--- config.mk ---
export PLATFORM = sky130hd
export DESIGN_NAME = fetch_unit
export DESIGN_NICKNAME = d
export VERILOG_FILES = /design/src/rtl/riscv_pkg.sv /design/src/rtl/fetch_fifo.sv /design/src/rtl/fetch_unit.sv
export SDC_FILE = /design/constraint.sdc
export NUM_CORES = 1
export LEC_CHECK = 0
export CORE_AREA = 2 2 154 126
export CTS_BUF_LIST = sky130_fd_sc_hd__clkbuf_16
export DETAILED_ROUTE_END_ITERATION = 8
export DIE_AREA = 0 0 156 128
export GPL_ROUTABILITY_DRIVEN = 0
export PLACE_DENSITY = 0.84
export RECOVER_POWER = 25
export SLEW_MARGIN = 20
export SYNTH_ARGS = -nofsm -noshare
export SYNTH_HDL_FRONTEND = slang
export SYNTH_HIERARCHICAL = 1
export SYNTH_SLANG_ARGS = --single-unit
--- constraint.sdc ---
create_clock -name clk_i -period 12 [get_ports clk_i]
set_input_delay 2.4 -clock clk_i [delete_from_list [all_inputs] [get_ports clk_i]]
set_output_delay 2.4 -clock clk_i [all_outputs]
set_load 0.02 [all_outputs]
--- src/rtl/riscv_pkg.sv ---
// ---------------------------------------------------------------------------
// riscv_pkg : shared fetch constants, FSM state encoding and buffer entry type
// Rev 1.0
// ---------------------------------------------------------------------------
`default_nettype none

package riscv_pkg;

  localparam logic [31:0] RESET_PC_DEFAULT = 32'h0000_0000;
  localparam logic [31:0] NOP_INSTR        = 32'h0000_0013;

  typedef enum logic [1:0] {
    FETCH_RESET = 2'd0,
    FETCH_RUN   = 2'd1,
    FETCH_FULL  = 2'd2
  } fetch_state_e;

  typedef struct packed {
    logic [31:0] pc;
    logic [31:0] instr;
  } fetch_entry_t;

endpackage

`default_nettype wire

--- src/rtl/fetch_fifo.sv ---
// ---------------------------------------------------------------------------
// fetch_fifo : small FIFO of {pc, instr} entries with synchronous flush
// Rev 1.0
// ---------------------------------------------------------------------------
`default_nettype none

module fetch_fifo
  import riscv_pkg::*;
#(
  parameter int DEPTH = 2,
  parameter int CNT_W = $clog2(DEPTH + 1)
) (
  input  logic             clk,
  input  logic             rst,
  input  logic             flush,
  input  logic             push,
  input  logic             pop,
  input  fetch_entry_t     wdata,
  output fetch_entry_t     rdata,
  output logic             full,
  output logic             empty,
  output logic [CNT_W-1:0] count
);

  localparam int PTR_W = (DEPTH > 1) ? $clog2(DEPTH) : 1;

  fetch_entry_t     mem [DEPTH];
  logic [PTR_W-1:0] wr_ptr;
  logic [PTR_W-1:0] rd_ptr;
  logic             do_push;
  logic             do_pop;
  logic             clear;

  function automatic logic [PTR_W-1:0] ptr_inc(input logic [PTR_W-1:0] p);
    return (p == PTR_W'(DEPTH - 1)) ? '0 : p + PTR_W'(1);
  endfunction

  assign clear   = rst || flush;
  assign empty   = (count == '0);
  assign full    = (count == CNT_W'(DEPTH));
  assign do_pop  = pop && !empty;
  assign do_push = push && (!full || do_pop);
  assign rdata   = mem[rd_ptr];

  always_ff @(posedge clk) begin
    if (do_push && !clear) begin
      mem[wr_ptr] <= wdata;
    end
  end

  always_ff @(posedge clk) begin
    if (clear) begin
      wr_ptr <= '0;
      rd_ptr <= '0;
      count  <= '0;
    end else begin
      if (do_push) wr_ptr <= ptr_inc(wr_ptr);
      if (do_pop)  rd_ptr <= ptr_inc(rd_ptr);
      case ({do_push, do_pop})
        2'b10:   count <= count + CNT_W'(1);
        2'b01:   count <= count - CNT_W'(1);
        default: count <= count;
      endcase
    end
  end

endmodule

`default_nettype wire

--- src/rtl/fetch_unit.sv ---
// ---------------------------------------------------------------------------
// fetch_unit : credit-based instruction fetch with epoch-tagged redirect flush
// Rev 1.0
// ---------------------------------------------------------------------------
`default_nettype none

module fetch_unit
  import riscv_pkg::*;
#(
  parameter logic [31:0] RESET_PC = RESET_PC_DEFAULT,
  parameter int          DEPTH    = 2
) (
  input  logic        clk_i,
  input  logic        rst_i,
  output logic        imem_rd_en_o,
  output logic [31:0] imem_addr_o,
  input  logic [31:0] imem_rdata_i,
  input  logic        redirect_i,
  input  logic [31:0] redirect_pc_i,
  output logic        instr_valid_o,
  input  logic        instr_ready_i,
  output logic [31:0] instr_o,
  output logic [31:0] pc_o,
  output logic [31:0] pc_plus4_o
);

  localparam int          CNT_W       = $clog2(DEPTH + 1);
  localparam int          OCC_W       = CNT_W + 1;
  localparam logic [31:0] RESET_PC_AL = {RESET_PC[31:2], 2'b00};

  fetch_state_e     state;
  fetch_state_e     state_next;
  logic [31:0]      fetch_pc;
  logic             epoch;
  logic             inflight;
  logic             inflight_epoch;
  logic [31:0]      inflight_pc;
  fetch_entry_t     push_entry;
  fetch_entry_t     head;
  logic             fifo_full;
  logic             fifo_empty;
  logic [CNT_W-1:0] fifo_count;
  logic             handshake;
  logic             push;
  logic             credit_ok;
  logic             issue;
  logic [OCC_W-1:0] occupancy;

  // A response is kept only if its epoch survived every redirect since issue.
  assign push       = inflight && (inflight_epoch == epoch) && !redirect_i && !rst_i;
  assign push_entry = '{pc: inflight_pc, instr: imem_rdata_i};
  assign handshake  = instr_valid_o && instr_ready_i;
  assign occupancy  = OCC_W'(fifo_count) + OCC_W'(inflight) - OCC_W'(handshake);
  assign credit_ok  = occupancy < OCC_W'(DEPTH);
  assign issue      = (state == FETCH_RUN) && credit_ok && !redirect_i && !rst_i;

  fetch_fifo #(
    .DEPTH (DEPTH),
    .CNT_W (CNT_W)
  ) u_fifo (
    .clk   (clk_i),
    .rst   (rst_i),
    .flush (redirect_i),
    .push  (push),
    .pop   (handshake),
    .wdata (push_entry),
    .rdata (head),
    .full  (fifo_full),
    .empty (fifo_empty),
    .count (fifo_count)
  );

  // FULL is only entered when no credit exists even with this cycle's pop.
  always_comb begin
    state_next = state;
    unique case (state)
      FETCH_RESET: state_next = FETCH_RUN;
      FETCH_RUN:   if (!redirect_i && !credit_ok) state_next = FETCH_FULL;
      FETCH_FULL:  if (redirect_i || handshake) state_next = FETCH_RUN;
      default:     state_next = FETCH_RESET;
    endcase
  end

  always_ff @(posedge clk_i) begin
    if (rst_i) begin
      state          <= FETCH_RESET;
      fetch_pc       <= RESET_PC_AL;
      epoch          <= 1'b0;
      inflight       <= 1'b0;
      inflight_epoch <= 1'b0;
      inflight_pc    <= RESET_PC_AL;
    end else begin
      state          <= state_next;
      inflight       <= issue;
      inflight_epoch <= epoch;
      if (issue) inflight_pc <= fetch_pc;
      if (redirect_i) begin
        epoch    <= ~epoch;
        fetch_pc <= {redirect_pc_i[31:2], 2'b00};
      end else if (issue) begin
        fetch_pc <= fetch_pc + 32'd4;
      end
    end
  end

  assign imem_rd_en_o  = issue;
  assign imem_addr_o   = rst_i ? RESET_PC_AL : fetch_pc;
  assign instr_valid_o = !fifo_empty && !redirect_i && !rst_i;
  assign instr_o       = (rst_i || fifo_empty) ? NOP_INSTR : head.instr;
  assign pc_o          = (rst_i || fifo_empty) ? RESET_PC_AL : head.pc;
  assign pc_plus4_o    = pc_o + 32'd4;

endmodule

`default_nettype wire

==> flow_summary_export.csv, run 1 <==
group,metric,value,unit
cts,clk_latency,0.43,ns
setup_path,cp_slowest_cell,"clkdlybuf4s50_1",
drt,via_count,6759,
floorplanning,rows,45,
flow_run,drv_cap,0,
cts,root_buffer,"clkbuf_16",
grt,overflow,0,
sta,clock_skew,0.0122,ns
placed_design,dp_hpwl,14900,microns
grt,grt_pass1_wl,33800,microns
sta,tightest_slew,0.879,ns
sta,hold_violations,0,
setup_path,reg2reg_depth,15,
sta,fin_tns_setup,0,ns
floorplanning,initial_utilization,49.9,%
setup_path,path_depth,12,
logic_synthesis,yosys_warnings,6,
setup_path,worstPathRequired,9.60,ns
setup_path,slowest_delay,0.61,ns
grt,grt_antenna_before_repair,2,
logic_synthesis,avgSynthCellArea,11.4,sq um
grt,grt_pass1_vias,6240,
setup_path,r2r_start,"u_fifo/count[1]$_SDFFE_PP0P_",
drt,firstDrtPassIters,4,
setup_path,cp-startpoint,"redirect_i",
setup_path,r2r_end,"fetch_pc[24]$_SDFFE_PP0P_",
cts,cts_buffers,17,
sta,maxSlewViolCount,0,
power_and_ir_drop,p_leak,4.19,nW
drt,drc_errors,0,
power_and_ir_drop,p_total,1.38,mW
floorplanning,num_io_pins,198,
setup_path,crit_path_cell_trace,"clkdlybuf4s50_1, buf_4, nor3_1, nand2_1, inv_1, ha_1, nand2b_1, fa_1, and3b_1, nand3_1, inv_1, clkdlybuf4s50_1",
sta,period_minus_slack,8.09,ns
sta,timing.slew.headroom,41.4,%
setup_path,crit_type,"input pin to primary output",
grt,grt_max_degree,79,
cts,cts.sink_count,198,
finish,drive_gt1_share,13.0,%
cts,cts_max_level,4,
sta,setup_viol,0,
power_and_ir_drop,worst_ir_drop_vdd,0.0940,mV
logic_synthesis,syn-instance-count,813,
drt,ant_nets,0,
cts,cts_hold_buf,0,
drt,viasPerCell,5.44,
sta,whs,0.458,ns
setup_path,path_buf_inv,5,
sta,max_freq,124,MHz
drt,routed_wl,21800,microns
logic_synthesis,synth_area,9240,sq um
finish,stdcell_area,11900,sq um
floorplanning,core-area,18500,sq um
sta,fin_crit_sh,67.4,%
drt,drtIter0Drc,546,
floorplanning,dieWidth,156,microns
grt,grt.total_usage,21.9,%
drt,wl_per_cell,17.6,microns
hold_path,hold_class,"flip-flop to flip-flop",
floorplanning,die_area,20000,sq um
setup_path,cp-end-kind,"primary output",
cts,cts.repair.resized,0,
cts,path_clk_slew,0.07,ns
placed_design,dpl_cell_area,11300,sq um
setup_path,startpoint_type,"input pin",
finish,layout.nets,1064,
placed_design,port_buffers,193,
outcome,status,"finished clean",
cts,cts_tree,"built",
cts,cts_setup_buffers,0,
setup_path,cp-endpoint,"imem_rd_en_o",
setup_path,cp_top_family,"buffers and inverters",
power_and_ir_drop,power_density,116,nW/um^2
setup_path,r2r_slack,7.81,ns
setup_path,cp_max_fo,39,
sta,rsz0062_at_grt,"no",
floorplanning,die_h,128,microns
finish,area_delta_synth_final,28.8,%
setup_path,cp.arrival,5.69,ns
cts,clockBufferDepth,2,
[layout by cell type (no fill, tap or decap), drive strengths merged, types with 17 or more instances in the layout]
cell           count
xor2              18
xnor2             25
dlygate4sd3       26
inv               19
dfxtp             70
nor2              26
clkbuf            17
edfxtp           128
nand4             19
nor2b             31
and2              60
nand3             25
mux2              72
clkdlybuf4s50    166
nand2            107
a21oi             53
[through the flow]
step | util, % | worst slack (ns) | cells
after floorplan | - | 1.20 | 818
after global placement | 61.0 | 3.96 | 1208
after detailed placement | 61.0 | 3.91 | 1208
after CTS | 64.2 | 3.91 | 1240
after global routing | 64.2 | 3.66 | 1240
final | 64.2 | 3.91 | 1242
[final cells by class]
| cell class | count | area [sq um] |
|---|---|---|
| Tap cell | 235 | 294 |
| Clock buffer | 17 | 425 |
| Fill cell | 1416 | 6630 |
| Multi-Input combinational cell | 560 | 3720 |
| Antenna cell | 2 | 5.00 |
| Timing Repair Buffer | 202 | 2000 |
| Sequential cell | 198 | 5250 |
| Clock inverter | 15 | 160 |
| Inverter | 13 | 48.8 |
[sequential cells by signal (all words and copies together), names as in the netlist, named ones only]
signal / cells
u_fifo/mem: 128
fetch_pc: 30
inflight_pc: 30
state: 2
u_fifo/count: 2
epoch: 1
inflight: 1
inflight_epoch: 1
u_fifo/rd_ptr: 1
u_fifo/wr_ptr: 1
[layer usage]
layer | vias up | part of all wire (%) | GRT usage [%]
met1 | 3220 | 46 | 32.2
met3 | 16 | 7.9 | 5.31
met2 | 271 | 45 | 33.2
met5 | - | 0 | 0
li1 | 3252 | - | -
met4 | 0 | 0.80 | 4.43
[power breakdown]
group / leakage [nW] / switching, mW / internal, mW / total, mW
logic: 2.06 / 0.0381 / 0.0379 / 0.0760
clock network: 0.278 / 0.269 / 0.294 / 0.563
registers: 1.86 / 0.0143 / 0.730 / 0.744
[worst min-delay path by stage]
stage	start	endpoint	slack (ns)	depth (start not counted)
detailed placement	inflight_pc[15]$_SDFFE_PP0P_	u_fifo/mem[0][47]$_DFFE_PP_	0.44	0
global route	inflight_pc[31]$_SDFFE_PP0P_	u_fifo/mem[1][63]$_DFFE_PP_	0.47	0
floorplan	inflight_pc[2]$_SDFFE_PP0P_	u_fifo/mem[0][34]$_DFFE_PP_	0.43	0
finish	inflight_pc[31]$_SDFFE_PP0P_	u_fifo/mem[0][63]$_DFFE_PP_	0.46	0
CTS	inflight_pc[7]$_SDFFE_PP0P_	u_fifo/mem[1][39]$_DFFE_PP_	0.46	0
global placement	inflight_pc[14]$_SDFFE_PP0P_	u_fifo/mem[0][46]$_DFFE_PP_	0.43	0
Note: power is estimated with default switching activity, not from simulation.
==> inputs of run 2 (changes only) <==
==> constraint.sdc (replaced) <==
create_clock -name clk_i -period 8.2 [get_ports clk_i]
set_input_delay 1.64 -clock clk_i [delete_from_list [all_inputs] [get_ports clk_i]]
set_output_delay 1.64 -clock clk_i [all_outputs]
set_load 0.02 [all_outputs]
==> flow_summary_export.csv, run 2 (synthesis results as in run 1) <==
group,metric,value,unit
cts,cts_setup_buffers,0,
finish,layout.nets,1064,
outcome,status,"finished clean",
setup_path,cp.arrival,4.91,ns
power_and_ir_drop,power_density,170,nW/um^2
sta,fin_tns_setup,0,ns
placed_design,dp_cells,1208,
sta,setup_viol,0,
sta,layout_setup_ws,1.65,ns
placed_design,port_buffers,193,
floorplanning,num_io_pins,198,
drt,firstDrtPassIters,8,
finish,antenna_cells,0,
sta,rsz0062_at_grt,"no",
setup_path,reg2reg_depth,14,
placed_design,dp_hpwl,14800,microns
cts,path_clk_slew,0.07,ns
cts,cts.repair.resized,0,
drt,viasPerCell,5.53,
grt,grt_max_degree,71,
grt,grt_antenna_before_repair,0,
cts,cts.sink_count,198,
cts,clk_latency,0.43,ns
placed_design,dp_slack,1.76,ns
finish,top_register,"u_fifo/mem",
sta,clock_skew,0.0116,ns
drt,drc_errors,0,
floorplanning,die_h,128,microns
drt,via_count,6860,
sta,period_minus_slack,6.55,ns
finish,most-common-layout-cells,"clkdlybuf4s50_1 (166), edfxtp_1 (128), nand2_1 (107), mux2_2 (71), dfxtp_1 (69)",
finish,layoutNonFillerInstCount,1240,
power_and_ir_drop,worst_ir_drop_vdd,0.133,mV
sta,maxSlewViolCount,0,
finish,drive_gt1_share,13.0,%
power_and_ir_drop,p_leak,4.21,nW
grt,overflow,0,
floorplanning,core-area,18500,sq um
setup_path,cp-end-kind,"primary output",
cts,cts_hold_buf,0,
cts,cts_tree,"built",
cts,cts_max_level,4,
setup_path,crit_type,"input pin to primary output",
finish,area_delta_synth_final,28.8,%
grt,grt_pass1_wl,33900,microns
finish,reg_top3,"u_fifo/mem: 128 flops, fetch_pc: 30 flops, inflight_pc: 30 flops",
drt,drtIter0Drc,608,
sta,max_freq,153,MHz
floorplanning,initial_utilization,49.9,%
grt,grt_pass1_vias,6340,
drt,routed_wl,21800,microns
cts,clockBufferDepth,2,
cts,cts_buffers,17,
finish,final_common_cell,"clkdlybuf4s50_1",
finish,num-fill-cells,1442,
setup_path,worstPathRequired,6.56,ns
drt,wl_per_cell,17.6,microns
grt,grt.total_usage,21.8,%
sta,timing.slew.headroom,35.6,%
drt,ant_nets,0,
finish,largest_reg_flops,128,
cts,root_buffer,"clkbuf_16",
floorplanning,die_area,20000,sq um
hold_path,hold_class,"flip-flop to flip-flop",
sta,fin_crit_sh,79.8,%
setup_path,cp_max_fo,6,
flow_run,drv_cap,0,
floorplanning,dieWidth,156,microns
sta,whs,0.459,ns
finish,final_util,64.2,%
setup_path,startpoint_type,"input pin",
floorplanning,rows,45,
hold_path,hold_depth,0,
sta,hold_violations,0,
sta,tightest_slew,0.967,ns
==> run 2: stage by stage <==
| stage | total power [mW] | cell area [sq um] |
|---|---|---|
| after floorplan | 1.16 | 9260 |
| final | 2.02 | 11900 |
| after detailed placement | 1.22 | 11300 |
| after global routing | 2.09 | 11900 |
| after global placement | 1.22 | 11300 |
| after CTS | 2.04 | 11900 |
==> run 2: path summary, 6_finish.rpt <==
check                                from                           to  slack (ns)
max                            redirect_i                 imem_rd_en_o        1.65
min          inflight_pc[29]$_SDFFE_PP0P_  u_fifo/mem[0][61]$_DFFE_PP_        0.46
max reg2reg  u_fifo/count[1]$_SDFFE_PP0P_    fetch_pc[20]$_SDFFE_PP0P_        3.94
min reg2reg  inflight_pc[29]$_SDFFE_PP0P_  u_fifo/mem[0][61]$_DFFE_PP_        0.46
==> run 2: metal layers <==
layer	track usage, %	routed length [microns]
met1	31.7	9820
met5	0	0
met4	5.13	173
met3	5.58	1980
met2	33.2	9800
==> run 2: critical path, stage by stage <==
cell and delay [ns]:
clkdlybuf4s50_1 0.44, nor3_1 0.41, nand2_1 0.13, inv_1 0.20
ha_1 0.26, nand2b_1 0.15, fa_1 0.54, and3b_1 0.23
nand3_1 0.13, inv_1 0.15, clkdlybuf4s50_1 0.62
==> run 2: where the power goes <==
part           switching, mW  internal [mW]  total [mW]  leakage [nW]
clock network          0.388          0.435       0.822         0.292
logic                 0.0565         0.0556       0.112          2.07
registers             0.0209           1.07        1.09          1.86
==> run 2: layout make-up <==
class                           count  area (sq um)  share of cell area (%)
Sequential cell                   198          5250                    44.1
Multi-Input combinational cell    560          3730                    31.3
Timing Repair Buffer              202          2000                    16.8
Clock buffer                       17           425                    3.57
Tap cell                          235           294                    2.47
Clock inverter                     15           159                    1.34
Inverter                           13          48.8                   0.410
==> inputs of run 3 (changes only) <==
==> constraint.sdc (replaced) <==
create_clock -name clk_i -period 6.23 [get_ports clk_i]
set_input_delay 1.246 -clock clk_i [delete_from_list [all_inputs] [get_ports clk_i]]
set_output_delay 1.246 -clock clk_i [all_outputs]
set_load 0.02 [all_outputs]
==> flow_summary_export.csv, run 3 (synthesis results as in run 1) <==
group,metric,value,unit
outcome,status,"finished clean",
drt,ant_nets,0,
sta,timing.slew.headroom,47.3,%
sta,max_freq,177,MHz
setup_path,cp.arrival,4.40,ns
finish,final_common_cell,"clkdlybuf4s50_1",
floorplanning,core-area,18500,sq um
finish,largest_reg_flops,128,
grt,grt_pass1_wl,34000,microns
power_and_ir_drop,worst_ir_drop_vdd,0.174,mV
cts,path_clk_slew,0.07,ns
power_and_ir_drop,p_leak,4.23,nW
floorplanning,dieWidth,156,microns
floorplanning,num_io_pins,198,
sta,period_minus_slack,5.64,ns
placed_design,dp_hpwl,15300,microns
power_and_ir_drop,p_sw,0.620,mW
finish,most-common-layout-cells,"clkdlybuf4s50_1 (165), edfxtp_1 (128), nand2_1 (107), mux2_2 (71), dfxtp_1 (69)",
floorplanning,rows,45,
grt,grt_pass1_vias,6333,
cts,cts_tree,"built",
sta,tightest_slew,0.784,ns
setup_path,r2r_start,"u_fifo/count[1]$_SDFFE_PP0P_",
flow_run,drv_cap,0,
drt,via_count,6751,
setup_path,crit_type,"input pin to primary output",
setup_path,r2r_end,"fetch_pc[24]$_SDFFE_PP0P_",
hold_path,holdPathEnd,"u_fifo/mem[1][35]$_DFFE_PP_",
grt,grt_max_degree,74,
cts,root_buffer,"clkbuf_16",
setup_path,cp-end-kind,"primary output",
power_and_ir_drop,power_density,224,nW/um^2
drt,routed_wl,21900,microns
drt,firstDrtPassIters,7,
floorplanning,die_area,20000,sq um
cts,cts.repair.resized,0,
drt,drtIter0Drc,697,
sta,setup_viol,0,
placed_design,port_buffers,193,
setup_path,startpoint_type,"input pin",
sta,maxSlewViolCount,0,
setup_path,cp_max_fo,6,
cts,clockBufferDepth,2,
floorplanning,die_h,128,microns
sta,fin_crit_sh,90.6,%
drt,wl_per_cell,17.6,microns
finish,reg_top3,"u_fifo/mem: 128 flops, fetch_pc: 30 flops, inflight_pc: 30 flops",
cts,clk_latency,0.43,ns
finish,layout.nets,1068,
finish,area_delta_synth_final,29.1,%
cts,cts_setup_buffers,0,
sta,rsz0062_at_grt,"no",
floorplanning,initial_utilization,49.9,%
drt,viasPerCell,5.43,
grt,overflow,0,
hold_path,hold_depth,0,
drt,drc_errors,0,
power_and_ir_drop,netSwitchingFraction,23.2,%
setup_path,r2r_slack,2.08,ns
sta,clock_skew,0.0163,ns
hold_path,hold_class,"flip-flop to flip-flop",
cts,cts_hold_buf,0,
placed_design,dp_cells,1212,
finish,top_register,"u_fifo/mem",
power_and_ir_drop,p_int,2.05,mW
sta,hold_violations,0,
sta,fin_tns_setup,0,ns
power_and_ir_drop,pwr-share-seq,53.7,%
hold_path,hold_start,"inflight_pc[3]$_SDFFE_PP0P_",
setup_path,worstPathRequired,4.98,ns
finish,drive_gt1_share,13.5,%
setup_path,reg2reg_depth,14,
grt,grt.total_usage,22.1,%
grt,grt_antenna_before_repair,0,
cts,cts_buffers,17,
placed_design,dpl_cell_area,11300,sq um
finish,stdcell_area,11900,sq um
power_and_ir_drop,power_frac_comb,5.5,%
cts,cts.sink_count,198,
cts,cts_max_level,4,
finish,antenna_cells,0,
finish,layoutNonFillerInstCount,1244,
power_and_ir_drop,clkPwrFrac,40.8,%
## run 3: changes by cell type in the layout (fill, tap and decap cells not counted)
| cell | previous run | this run |
|---|---|---|
| buf_4 | 10 | 14 |
| clkinv_4 | 2 | 4 |
| inv_8 | 6 | 4 |
| clkdlybuf4s50_1 | 166 | 165 |
| clkinv_1 | 1 | 0 |
| clkinvlp_4 | 0 | 1 |
| dlygate4sd3_1 | 26 | 27 |
## run 3: metal layers
| layer | share of wire, % | up-vias | GRT usage (%) |
|---|---|---|---|
| li1 | - | 3260 | - |
| met4 | 0.86 | 0 | 4.80 |
| met1 | 46 | 3198 | 31.8 |
| met3 | 8.8 | 18 | 5.68 |
| met2 | 44 | 275 | 33.9 |
| met5 | 0 | - | 0 |
## run 3: layout make-up
| cell class | instances | area, sq um |
|---|---|---|
| multi-input combinational | 560 | 3730 |
| sequential | 198 | 5250 |
| inverter | 13 | 48.8 |
| timing repair buffer | 206 | 2030 |
| clock inverter | 15 | 158 |
| clock buffer | 17 | 425 |
| tap | 235 | 294 |
| fill | 1419 | 6590 |
## run 3: worst max-delay path by stage
stage	endpoint	slack, ns	start
after detailed placement	imem_rd_en_o	0.64	redirect_i
after CTS	imem_rd_en_o	0.61	redirect_i
final	imem_rd_en_o	0.59	redirect_i
after global placement	imem_rd_en_o	0.66	redirect_i
after floorplan	pc_plus4_o[26]	0.74	rst_i
after global routing	imem_rd_en_o	0.41	redirect_i
## run 3: power groups by stage
stage	logic [mW]	clock network, mW	registers (mW)
after floorplan	0.0766	0	1.45
final	0.148	1.09	1.43
after global routing	0.160	1.16	1.44
after detailed placement	0.150	0	1.46
after global placement	0.147	0	1.46
after CTS	0.151	1.10	1.43
## run 3: critical path, cell delays in order
cell,delay [ns]
clkdlybuf4s50_1,0.43
nor3_1,0.37
nand2_1,0.14
inv_1,0.19
ha_1,0.26
nand2b_1,0.16
fa_1,0.54
and3b_1,0.20
nand3_1,0.11
inv_1,0.14
clkdlybuf4s50_1,0.62
## run 3: metrics by stage
step	power, mW	worst slack (ns)	util, %	hold slack [ns]
final	2.67	0.587	64.4	0.454
after global routing	2.75	0.410	64.4	0.469
after CTS	2.68	0.609	64.4	0.455
after detailed placement	1.61	0.640	61.3	0.438
after global placement	1.61	0.659	61.3	0.431
after floorplan	1.53	0.736	-	0.425
